$ cat config.mk
export PLATFORM = sky130hd
export DESIGN_NAME = tqvp_prism_infilt_flat
export DESIGN_NICKNAME = d
export VERILOG_FILES = /design/src/rtl/tqvp_prism_infilt_if.sv /design/src/rtl/tqvp_prism_infilt.sv /design/src/flat_wrapper.sv
export SDC_FILE = /design/constraint.sdc
export NUM_CORES = 1
export LEC_CHECK = 0
export ABC_AREA = 1
export CELL_PAD_IN_SITES_DETAIL_PLACEMENT = 1
export CELL_PAD_IN_SITES_GLOBAL_PLACEMENT = 2
export CORE_ASPECT_RATIO = 1.25
export CORE_UTILIZATION = 32
export CTS_BUF_LIST = sky130_fd_sc_hd__clkbuf_4 sky130_fd_sc_hd__clkbuf_8 sky130_fd_sc_hd__clkbuf_16
export DETAILED_ROUTE_END_ITERATION = 10
export GPL_TIMING_DRIVEN = 0
export PLACE_DENSITY_LB_ADDON = 0.1
export SLEW_MARGIN = 20
export SYNTH_ARGS = -nofsm -noshare
export SYNTH_HDL_FRONTEND = slang
export SYNTH_SLANG_ARGS = --single-unit
$ cat constraint.sdc
create_clock -name clk -period 6.4 [get_ports clk]
set_input_delay 0.96 -clock clk [delete_from_list [all_inputs] [get_ports clk]]
set_output_delay 0.96 -clock clk [all_outputs]
set_load 0.005 [all_outputs]
$ cat src/rtl/tqvp_prism_infilt_if.sv
// TinyQV peripheral register bus as seen by the input-filter block.
// Latency: read data/hit are combinational from address; writes land on the next clk edge.
// Backpressure: none; every 32-bit write to an owned address is accepted in its cycle.
interface tqvp_prism_infilt_if;
   logic [5:0]  address;
   logic [31:0] data_in;
   logic [1:0]  data_write_n;
   logic [31:0] rd_data;
   logic        rd_hit;

   // Bus master (CPU side) drives address/write data and receives read data
   modport master (
      output address, data_in, data_write_n,
      input  rd_data, rd_hit
   );

   // Peripheral side
   modport slave (
      input  address, data_in, data_write_n,
      output rd_data, rd_hit
   );
endinterface

$ cat src/rtl/tqvp_prism_infilt.sv
// Per-bit glitch filter, sticky edge capture and edge irq between ui_in pins and PRISM in_data.
// Latency: bypassed bits 1 cycle; filtered bits need T_eff consecutive mismatching prescaler ticks.
// Backpressure: none; register writes always accepted, reads combinational with no side effects.
module tqvp_prism_infilt #(
   parameter int WIDTH    = 7,
   parameter int CNT_BITS = 4
) (
   input  logic                clk,
   input  logic                rst_n,
   input  logic [WIDTH-1:0]    pin_in_i,
   input  logic [WIDTH-1:0]    edge_ack_i,
   output logic [WIDTH-1:0]    filt_out_o,
   output logic [WIDTH-1:0]    edge_flag_o,
   output logic                irq_o,
   tqvp_prism_infilt_if.slave  bus
);

   localparam logic [5:0] ADDR_CFG   = 6'h30;
   localparam logic [5:0] ADDR_PRESC = 6'h34;
   localparam logic [5:0] ADDR_STAT  = 6'h38;

   // Configuration state
   logic [WIDTH-1:0]    filt_en_q;
   logic [WIDTH-1:0]    edge_pol_q;
   logic [WIDTH-1:0]    irq_en_q;
   logic [CNT_BITS-1:0] thr_q;
   logic [7:0]          presc_q;

   // Datapath state
   logic [7:0]          pc_q, pc_d;
   logic [WIDTH-1:0]    filt_q, filt_d;
   logic [WIDTH-1:0]    flag_q, flag_d;
   logic [CNT_BITS-1:0] cnt_q [WIDTH];
   logic [CNT_BITS-1:0] cnt_d [WIDTH];
   logic                irq_q, irq_d;

   logic                wr_en, cfg_wr, presc_wr, stat_wr;
   logic                tick;
   logic [CNT_BITS-1:0] thr_m1;
   logic [WIDTH-1:0]    rise, fall, set_v, clr_v;
   logic [31:0]         rd_data;
   logic                rd_hit;
   logic                unused_data;

   // Only full 32-bit writes (data_write_n = 10) are honoured
   assign wr_en    = (bus.data_write_n == 2'b10);
   assign cfg_wr   = wr_en && (bus.address == ADDR_CFG);
   assign presc_wr = wr_en && (bus.address == ADDR_PRESC);
   assign stat_wr  = wr_en && (bus.address == ADDR_STAT);

   assign unused_data = ^bus.data_in;

   // Configuration registers
   always_ff @(posedge clk or negedge rst_n) begin
      if (!rst_n) begin
         filt_en_q  <= '0;
         edge_pol_q <= '0;
         irq_en_q   <= '0;
         thr_q      <= '0;
         presc_q    <= '0;
      end else begin
         if (cfg_wr) begin
            filt_en_q  <= bus.data_in[WIDTH-1:0];
            edge_pol_q <= bus.data_in[8 +: WIDTH];
            irq_en_q   <= bus.data_in[16 +: WIDTH];
            thr_q      <= bus.data_in[24 +: CNT_BITS];
         end
         if (presc_wr) begin
            presc_q <= bus.data_in[7:0];
         end
      end
   end

   // Prescaler, filter counters, edge flags and irq next-state
   always_comb begin
      tick   = (pc_q == presc_q);
      // Threshold 0 behaves like 1, so the transfer point is max(thr,1)-1
      thr_m1 = (thr_q == '0) ? '0 : thr_q - 1'b1;

      if (presc_wr || tick) pc_d = 8'd0;
      else                  pc_d = pc_q + 8'd1;

      filt_d = filt_q;
      for (int i = 0; i < WIDTH; i++) begin
         cnt_d[i] = cnt_q[i];
         if (!filt_en_q[i]) begin
            filt_d[i] = pin_in_i[i];
            cnt_d[i]  = '0;
         end else if (pin_in_i[i] == filt_q[i]) begin
            cnt_d[i] = '0;
         end else if (tick) begin
            if (cnt_q[i] >= thr_m1) begin
               filt_d[i] = pin_in_i[i];
               cnt_d[i]  = '0;
            end else begin
               cnt_d[i] = cnt_q[i] + 1'b1;
            end
         end
         // Changing a bit's filter mode restarts its count
         if (cfg_wr && (bus.data_in[i] != filt_en_q[i])) cnt_d[i] = '0;
      end

      rise   = filt_d & ~filt_q;
      fall   = ~filt_d & filt_q;
      set_v  = (rise & edge_pol_q) | (fall & ~edge_pol_q);
      clr_v  = edge_ack_i | (stat_wr ? bus.data_in[WIDTH-1:0] : '0);
      // Set is applied last so a coincident clear loses
      flag_d = (flag_q & ~clr_v) | set_v;
      irq_d  = |(flag_q & irq_en_q);
   end

   // Datapath registers
   always_ff @(posedge clk or negedge rst_n) begin
      if (!rst_n) begin
         pc_q   <= '0;
         filt_q <= '0;
         flag_q <= '0;
         irq_q  <= 1'b0;
         for (int i = 0; i < WIDTH; i++) cnt_q[i] <= '0;
      end else begin
         pc_q   <= pc_d;
         filt_q <= filt_d;
         flag_q <= flag_d;
         irq_q  <= irq_d;
         for (int i = 0; i < WIDTH; i++) cnt_q[i] <= cnt_d[i];
      end
   end

   // Combinational register read mux
   always_comb begin
      rd_data = '0;
      rd_hit  = 1'b0;
      case (bus.address)
         ADDR_CFG: begin
            rd_hit                  = 1'b1;
            rd_data[WIDTH-1:0]      = filt_en_q;
            rd_data[8 +: WIDTH]     = edge_pol_q;
            rd_data[16 +: WIDTH]    = irq_en_q;
            rd_data[24 +: CNT_BITS] = thr_q;
         end
         ADDR_PRESC: begin
            rd_hit       = 1'b1;
            rd_data[7:0] = presc_q;
         end
         ADDR_STAT: begin
            rd_hit               = 1'b1;
            rd_data[WIDTH-1:0]   = flag_q;
            rd_data[8 +: WIDTH]  = pin_in_i;
            rd_data[16 +: WIDTH] = filt_q;
         end
         default: ;
      endcase
   end

   assign bus.rd_data  = rd_data;
   assign bus.rd_hit   = rd_hit;
   assign filt_out_o   = filt_q;
   assign edge_flag_o  = flag_q;
   assign irq_o        = irq_q;

endmodule

$ cat src/flat_wrapper.sv
// flat-port wrapper written by rule: the top's interface ports become plain ports
module tqvp_prism_infilt_flat 
#(
   parameter int WIDTH    = 7,
   parameter int CNT_BITS = 4
)
  (clk, rst_n, pin_in_i, edge_ack_i, filt_out_o, edge_flag_o, irq_o, bus_address, bus_data_in, bus_data_write_n, bus_rd_data, bus_rd_hit);
  tqvp_prism_infilt_if bus_i ();
  input  logic clk;
  input  logic rst_n;
  input  logic [WIDTH-1:0] pin_in_i;
  input  logic [WIDTH-1:0] edge_ack_i;
  output logic [WIDTH-1:0] filt_out_o;
  output logic [WIDTH-1:0] edge_flag_o;
  output logic irq_o;
  input wire logic [$bits(bus_i.address)-1:0] bus_address;
  input wire logic [$bits(bus_i.data_in)-1:0] bus_data_in;
  input wire logic [$bits(bus_i.data_write_n)-1:0] bus_data_write_n;
  output wire logic [$bits(bus_i.rd_data)-1:0] bus_rd_data;
  output wire logic [$bits(bus_i.rd_hit)-1:0] bus_rd_hit;
  assign bus_i.address = bus_address;
  assign bus_i.data_in = bus_data_in;
  assign bus_i.data_write_n = bus_data_write_n;
  assign bus_rd_data = bus_i.rd_data;
  assign bus_rd_hit = bus_i.rd_hit;
  tqvp_prism_infilt #(.WIDTH(WIDTH), .CNT_BITS(CNT_BITS)) u_core (.clk(clk), .rst_n(rst_n), .pin_in_i(pin_in_i), .edge_ack_i(edge_ack_i), .filt_out_o(filt_out_o), .edge_flag_o(edge_flag_o), .irq_o(irq_o), .bus(bus_i));
endmodule
==> results of run 1 <==
## flip-flops by register name (all words and copies together), names as in the netlist
register            count
u_core.edge_flag_o      7
u_core.filt_en_q        7
u_core.presc_q          8
u_core.pc_q             8
u_core.filt_out_o       7
u_core.irq_en_q         7
u_core.cnt_q           28
u_core.thr_q            4
u_core.irq_o            1
u_core.edge_pol_q       7
## report_power, final
part	leakage (uW)	switching, uW	total (uW)	internal, uW
sequential	0.00109	67.8	659	592
clock	0.000191	225	691	466
combinational	0.00225	196	356	160
## logic make-up (layout without fill, tap and decap cells)
| group | Yosys count | count (layout) |
|---|---|---|
| XOR/XNOR | 26 | 26 |
| other | 1 | 6 |
| flip-flops | 84 | 84 |
| AO/OA/AOI/OAI | 77 | 77 |
| AND/OR/NAND/NOR | 349 | 349 |
| adder cells (fa/ha/maj) | 36 | 36 |
| buffers and inverters | 114 | 222 |
## routing by layer
metal	routed length [um]	vias to the layer above
li1	-	2436
met1	7317	2329
met2	8869	80
met3	533	20
met4	365	0
met5	0	-
## Yosys cell counts, drive strengths merged (3+ instances only)
cell type  number
a21oi          12
a22oi           5
buf            14
clkbuf          3
dfrtp          84
ha             36
inv            96
nand2         212
nand3          61
nand3b          3
nand4          26
nor2           39
nor3            4
o21a            7
o21ai          48
xnor2          10
xor2           16
## worst max-delay path: cells and delay by family
| kind | cells | cell delay [ps] |
|---|---|---|
| buffers and inverters | 3 | 1440 |
| AOI/OAI and AO/OA | 1 | 330 |
| and+or+nand+nor | 2 | 730 |
## metrics by stage
step / power (uW) / hold WS [ps]
after floorplan: 863.6 / 470.6
after global placement: 1011 / 491.3
after detailed placement: 1028 / 501.6
after CTS: 1731 / 500.5
after global routing: 1801 / 512.6
final: 1707 / 497.5
## cell usage in the layout (no fill, tap or decap), drive strengths merged, types with 5 or more instances in the layout
| master | netlist | routed |
|---|---|---|
| nor2 | 39 | 39 |
| conb | 1 | 6 |
| buf | 14 | 16 |
| o21a | 7 | 7 |
| xor2 | 16 | 16 |
| dfrtp | 84 | 84 |
| a21oi | 12 | 12 |
| nand2 | 212 | 212 |
| a22oi | 5 | 5 |
| inv | 96 | 97 |
| ha | 36 | 36 |
| nand3 | 61 | 61 |
| xnor2 | 10 | 10 |
| o21ai | 48 | 48 |
| bufinv | 0 | 5 |
| nand4 | 26 | 26 |
| clkdlybuf4s50 | 0 | 90 |
| clkbuf | 3 | 13 |
## cell type report
type / count / area, sq um / share of cell area, %
Multi-Input combinational cell: 494 / 2715 / 39.18
Sequential cell: 84 / 2102 / 30.34
Timing Repair Buffer: 92 / 939.7 / 13.56
Inverter: 97 / 371.6 / 5.363
Tap cell: 216 / 270.3 / 3.900
Clock buffer: 10 / 232.7 / 3.359
Clock inverter: 6 / 158.9 / 2.293
Buffer: 17 / 138.9 / 2.004
## worst max-delay path by stage
stage,endpoint,slack (ps)
floorplan,bus_rd_data[13],3620
global placement,u_core.filt_out_o[4]$_DFF_PN0_,900
detailed placement,bus_rd_data[4],1920
CTS,bus_rd_data[4],1920
global route,bus_rd_data[19],1820
finish,bus_rd_data[17],1970
==> flow_summary.toml, run 1 <==
[grt]
busiest_layer = "met2"
grtUsageMet2_pct = 38.99
grt_use_met3_pct = 3.207
grt_max_degree = 56
grt_first_pass_wirelength_um = 27570
grtUsageMet1_pct = 25.65
grt_pass1_vias = 5227
grt_antenna_before_repair = 0
grt_util_all_layers_pct = 21.69
overflow = 0

[logic_synthesis]
synth_top_family_by_area = "simple AND/OR/NAND/NOR gates"
synth-edff-count = 0
synth_flop_cell = "dfrtp_1"
yosys_register_bits = 84
synthCells = 687
synthMuxAreaShare_pct = 0
yosysUniqueCellTypes = 39
yosys.area_share.adder_pct = 8.495
synth_top_area_share_pct = 39.64
synth_area_per_cell_sq_um = 7.718
synth-async-reset-ratio_pct = 100.0
synth_area_leader_cell = "dfrtp_1"
synth_xor_area_share_pct = 4.294
synth-simple-area-share_pct = 29.50
syn_area_sq_um = 5303
yosysSeqAreaShare_pct = 39.64
ys_top_cells_by_area = "dfrtp_1 40%, nand2_1 15%, ha_1 8.5%"
synth-compound-area-share_pct = 8.377
synth-warning-count = 0

[timing]
max_freq_ghz = 0.2256
fin_crit_sh_pct = 69.26
final-setup-viol-count = 0
period_needed_ps = 4432
hold_viol = 0
fin_skew_ps = 8.557
slew_violations = 0
relSlewSlack_pct = 33.29
worst_slack_ps = 1968
rsz0062_at_grt = "no"
tightestPinTransition_ps = 1001
tns_ps = 0

[routing]
initialDrtViolationCount = 122
vias = 4865
ant_nets = 0
first_pass_iters = 4
post_drt_wl_per_cell_um = 16.82
drc = 0
finalWirelength_um = 17090
avgViaCountPerCell = 4.788

[clocking]
clock_path_buffers = 2
numCtsBuffers = 9
cts_setup_buffers = 0
clkTransAtPathRegs_ps = 60
clock_latency_ps = 340
post_cts_resized = 0
htree_levels = 3
tritoncts = "yes"
numClockSinks = 84
ctsHoldBuffers = 0
root_buffer = "clkbuf_16"

[final_layout]
final_util_pct = 42.77
drive_gt1_share_pct = 7.250
fillCellCount = 1955
num_antenna_cells = 0
layout.cells.non_filler = 1016
fin_nets = 887
finalInstanceArea_sq_um = 6929
syn_to_final_growth_pct = 30.67

[setup_path]
critPathArrivalTime_ps = 3470
cp_slowest_cell = "nand4_1"
start_kind = "input port"
crit_path_end_kind = "output pin"
worstRegToRegCells = 12
r2r_end = "u_core.filt_out_o[3]$_DFF_PN0_"
crit_chain = "clkdlybuf4s50_1 -> nor2_2 -> nand4_1 -> clkbuf_1 -> o21ai_0 -> clkdlybuf4s50_1"
path_max_fanout = 10
worstSetupPathType = "input port to output pin"
reg2reg_from = "u_core.thr_q[0]$_DFFE_PN0P_"
max_stage_delay_ps = 550
r2r_slack_ps = 3720
worstSetupStartpoint = "bus_address[1]"
worstPathRequired_ps = 5440
cp_common_cell = "clkdlybuf4s50_1"

[min_path]
min_path_type = "input port to async pin"

[place]
gp_congestion = 0.7909
hpwl_um = 13380
io_buffer_count = 91
dpl_cell_area_sq_um = 6531
placed_cells = 1000
dp_worst_setup_slack_ps = 1923

[floorplanning]
ioPinCount = 104
fp.coreArea_sq_um = 16200
die_h_um = 145.9
dieArea_sq_um = 17090
start_util_pct = 32.73
std_cell_rows = 52
dieWidth_um = 117.1

[pwr]
peakVddDrop_mv = 0.1264
p_leak_uw = 0.003529
p_per_area_nw_per_um2 = 246.3

[run]
cap_violations = 0

[run_status]
status = "finished clean"
Note: power is estimated with default switching activity, not from simulation.
==> run 2: changes to the inputs <==
Settings changed: CORE_UTILIZATION 32 to 30.
Clock period 6.4 ns to 4.6 ns, I/O delays scaled along.
==> run 2 against run 1 <==
Clock skew shrank 0.86 ps; flip-flop and latch count is the same; routed wire length grew 2.6%; final cell count grew 0.79%; largest power group is now sequential cells; combinational power grew 39%.
==> flow_summary.toml, run 2 (synthesis results as in run 1) <==
[clocking]
post_cts_resized = 0
ctsHoldBuffers = 0
root_buffer = "clkbuf_16"
clkTransAtPathRegs_ps = 60
tritoncts = "yes"
htree_levels = 3
clock_path_buffers = 2
numCtsBuffers = 9
clock_latency_ps = 350
numClockSinks = 84
cts_setup_buffers = 0

[grt]
grt_pass1_vias = 5199
grt_util_all_layers_pct = 20.51
grt_antenna_before_repair = 0
grt_first_pass_wirelength_um = 28020
overflow = 0
grt_max_degree = 45

[pwr]
peakVddDrop_mv = 0.1555
p_leak_uw = 0.003489
finalPower_uw = 2223
p_per_area_nw_per_um2 = 323.7

[routing]
ant_nets = 0
avgViaCountPerCell = 4.809
post_drt_wl_per_cell_um = 17.11
first_pass_iters = 4
drc = 0
initialDrtViolationCount = 188
vias = 4924
finalWirelength_um = 17520

[setup_path]
path_max_fanout = 10
r2r_end = "u_core.filt_out_o[4]$_DFF_PN0_"
critPathArrivalTime_ps = 3150
worstPathRequired_ps = 3910
reg2reg_from = "u_core.thr_q[0]$_DFFE_PN0P_"
worstSetupPathType = "input port to output pin"
start_kind = "input port"
r2r_slack_ps = 1940
worstRegToRegCells = 12
crit_path_end_kind = "output pin"

[run_status]
status = "finished clean"

[final_layout]
largest-register = "u_core.cnt_q"
layout_commonest_cell = "nand2_1"
most-common-layout-cells = "209 x nand2_1, 93 x inv_1, 90 x clkdlybuf4s50_1"
largest_register_ffs = 28
drive_gt1_share_pct = 7.125
num_antenna_cells = 0
layout.cells.non_filler = 1024
fin_nets = 887
syn_to_final_growth_pct = 29.52
reg.largest.list = "u_core.cnt_q x28, u_core.pc_q x8, u_core.presc_q x8"

[place]
gp_congestion = 0.7747
hpwl_um = 13700
io_buffer_count = 91
placed_cells = 1008

[timing]
final-setup-viol-count = 0
max_freq_ghz = 0.2602
rsz0062_at_grt = "no"
relSlewSlack_pct = 31.59
hold_viol = 0
slew_violations = 0
period_needed_ps = 3844
tightestPinTransition_ps = 1021
fin_crit_sh_pct = 83.56
fin_skew_ps = 7.699

[min_path]
min_path_type = "input port to async pin"

[floorplanning]
std_cell_rows = 54
fp.coreArea_sq_um = 17360
dieWidth_um = 120.9
die_h_um = 150.6
start_util_pct = 30.54
dieArea_sq_um = 18210
ioPinCount = 104

[run]
cap_violations = 0
-- run 2: per-stage QoR --
stage	hold WS, ps	util (%)	setup TNS [ps]	cell area [sq um]	worst slack, ps
floorplan	394.4	-	0	5321	2360
global placement	486.4	37.51	-54230	6513	-654.1
detailed placement	495.6	37.67	0	6541	640.4
CTS	276.7	39.55	0	6868	641.9
global route	281.4	39.55	0	6868	614.4
finish	256.8	39.55	0	6868	756.4
-- run 2: worst max-delay path by stage --
stage / start / end / slack, ps / depth (start not counted)
5_1_grt: bus_address[4] / bus_rd_data[16] / 610 / 7
3_3_place_gp: rst_n / u_core.irq_en_q[4]$_DFFE_PN0P_ / -650 / 1
6_report: bus_address[1] / bus_rd_data[1] / 760 / 7
3_5_place_dp: bus_address[1] / bus_rd_data[1] / 640 / 7
2_1_floorplan: bus_address[1] / bus_rd_data[13] / 2360 / 4
4_1_cts: bus_address[1] / bus_rd_data[1] / 640 / 7
-- run 2: area by class of cell --
| class | count | area (sq um) |
|---|---|---|
| fillers | 2129 | 10500 |
| multi-input cells | 494 | 2709 |
| flip-flops and latches | 84 | 2102 |
| repair buffers | 92 | 939.7 |
| inverters | 97 | 371.6 |
| well taps | 224 | 280.3 |
| clock buffers | 10 | 239.0 |
| plain buffers | 17 | 138.9 |
| clock inverters | 6 | 87.58 |
-- run 2: report_power, final --
part           internal, uW  switching [uW]  leakage [uW]
sequential              823            98.0       0.00109
combinational           222             272       0.00225
clock                   490             318      0.000151
total                  1530             688       0.00349
-- run 2: routing by layer --
layer	routed length [um]	global-route usage (%)	vias to the layer above	part of all wire (%)
li1	-	-	2422	-
met1	7578	24.63	2415	43
met2	9212	37.40	75	53
met3	584	3.788	12	3.3
met4	147	4.938	0	0.84
met5	0	0	-	0
-- run 2: worst max-delay path, cell delays in order --
cell and delay (ps):
clkdlybuf4s50_1 420, nor2_2 170, nand4_1 530, inv_1 460
a22oi_1 200, o21ai_0 140, clkdlybuf4s50_1 540
==> run 3: changes to the inputs <==
Settings changed: CORE_UTILIZATION 30 to 27.
Clock period 4.6 ns to 3.4 ns, I/O delays scaled along.
==> run 3 against run 2 <==
Clock power up 45%; utilization down 2.9 points; via count up 0.12%; critical path type unchanged; clock skew up 6.9 ps; worst setup slack worse by 500 ps; worst hold slack worse by 240 ps.
==> flow_summary.toml, run 3 (synthesis results as in run 1) <==
[run_status]
status = "finished clean"

[place]
placed_cells = 1045
hpwl_um = 14280
io_buffer_count = 91
dp_worst_setup_slack_ps = -154.7
gp_congestion = 0.7401

[pwr]
finalPower_uw = 3081
peakVddDrop_mv = 0.2037
p_per_area_nw_per_um2 = 443.2
p_leak_uw = 0.003516

[grt]
grt_max_degree = 62
grt_pass1_vias = 5282
overflow = 0
grt_util_all_layers_pct = 18.94
grt_antenna_before_repair = 0
grt_first_pass_wirelength_um = 28810

[clocking]
htree_levels = 3
tritoncts = "yes"
numClockSinks = 84
root_buffer = "clkbuf_16"
ctsHoldBuffers = 0
clock_latency_ps = 360
clkTransAtPathRegs_ps = 70
numCtsBuffers = 9
clock_path_buffers = 2

[routing]
ant_nets = 0
avgViaCountPerCell = 4.633
drc = 0
first_pass_iters = 4
finalWirelength_um = 18090
vias = 4930
post_drt_wl_per_cell_um = 17.00
initialDrtViolationCount = 133

[timing]
max_freq_ghz = 0.3179
tightestPinTransition_ps = 1008
hold_viol = 0
slew_violations = 0
worst_slack_ps = 254.3
rsz0062_at_grt = "no"
period_needed_ps = 3146
fin_skew_ps = 14.58
final-setup-viol-count = 0
fin_crit_sh_pct = 92.52
tns_ps = 0
relSlewSlack_pct = 32.49

[final_layout]
layout.cells.non_filler = 1064
largest_register_ffs = 28
fillCellCount = 2337
layout_commonest_cell = "nand2_1"
reg.largest.list = "u_core.cnt_q x28, u_core.pc_q x8, u_core.presc_q x8"
num_antenna_cells = 0
fin_nets = 890
syn_to_final_growth_pct = 31.10
largest-register = "u_core.cnt_q"
most-common-layout-cells = "209 x nand2_1, 93 x inv_1, 90 x clkdlybuf4s50_1"
drive_gt1_share_pct = 7.597

[setup_path]
reg2reg_from = "u_core.thr_q[0]$_DFFE_PN0P_"
crit_family = "buffers and inverters"
start_kind = "input port"
crit_path_end_kind = "output pin"
crit_chain = "clkdlybuf4s50_1 -> nand2_1 -> inv_1 -> nand3_2 -> inv_2 -> buf_2 -> a22oi_1 -> o21ai_0 -> clkdlybuf4s50_1"
path_max_fanout = 10
cp_common_cell = "clkdlybuf4s50_1"
critPathArrivalTime_ps = 2640
worstSetupPathType = "input port to output pin"
cp_slowest_cell = "clkdlybuf4s50_1"
max_stage_delay_ps = 540
worstPathRequired_ps = 2890
critPathBufInv = 5
worstSetupStartpoint = "bus_address[5]"

[floorplanning]
ioPinCount = 104
start_util_pct = 27.93
std_cell_rows = 56
dieWidth_um = 127.3
fp.coreArea_sq_um = 18990
die_h_um = 158.7
dieArea_sq_um = 20210

[run]
cap_violations = 0

[min_path]
min_path_type = "input port to async pin"
==> run 3: worst reg2reg max path: stages (launching register included) <==
cell and delay (ps):
dfrtp_1 420, nor2_1 90, o21a_1 120, a21oi_1 680, ha_1 390, nand2_1 80, nand2_1 60, nand2_1 70
nand3_1 140, nand3_1 130, nand2_1 110, o21ai_0 160, inv_1 50
==> run 3: report_power, final <==
part           total (uW)  leakage [uW]  internal [uW]  switching, uW
Combinational         672       0.00226            301            371
Clock                1170      0.000161            716            450
Sequential           1240       0.00109           1110            130
==> run 3: through the flow <==
stage	cell area, sq um	hold slack (ps)	utilization [%]
6_report	6952	12.44	36.61
5_1_grt	6952	19.84	36.61
4_1_cts	6950	11.44	36.60
3_5_place_dp	6588	398.6	34.69
3_3_place_gp	6559	487.6	34.54
2_1_floorplan	5321	214.4	-
==> run 3: path summary, 6_finish.rpt <==
path | endpoint | slack, ps | depth (start not counted)
setup / recovery | bus_rd_data[4] | 250 | 9
hold / removal | u_core.cnt_q[15]$_DFFE_PN0P_ | 10 | 1
setup reg to reg | u_core.filt_out_o[2]$_DFF_PN0_ | 790 | 12
hold reg to reg | u_core.pc_q[0]$_DFF_PN0_ | 510 | 1
max in group asynchronous | u_core.filt_out_o[4]$_DFF_PN0_ | 2780 | 2
min in group clk | u_core.pc_q[0]$_DFF_PN0_ | 510 | 1
==> run 3: timing repair <==
item / 4_1_cts / 5_1_grt
gates resized for setup: 0 / 2
endpoints found under the setup margin: 12 / 2
setup buffers: 3 / 0
endpoints found under the hold margin: 0 / 0
pin swaps: 1 / 0
==> run 3: area by class of cell <==
| type | instances | area [sq um] | share of cell area, % |
|---|---|---|---|
| Sequential cell | 84 | 2102 | 30.24 |
| Buffer | 17 | 140.1 | 2.016 |
| Inverter | 97 | 371.6 | 5.346 |
| Tap cell | 261 | 326.6 | 4.698 |
| Multi-Input combinational cell | 494 | 2709 | 38.97 |
| Clock buffer | 9 | 225.2 | 3.240 |
| Clock inverter | 7 | 115.1 | 1.656 |
| Timing Repair Buffer | 95 | 962.2 | 13.84 |
==> run 3: routing by layer <==
metal  GRT usage, %  up-vias  part of all wire [%]
met4          6.406        0                   1.4
li1               -     2446                     -
met3          2.453       16                   2.4
met5              0        -                     0
met2          35.86       73                    53
met1          21.78     2395                    43
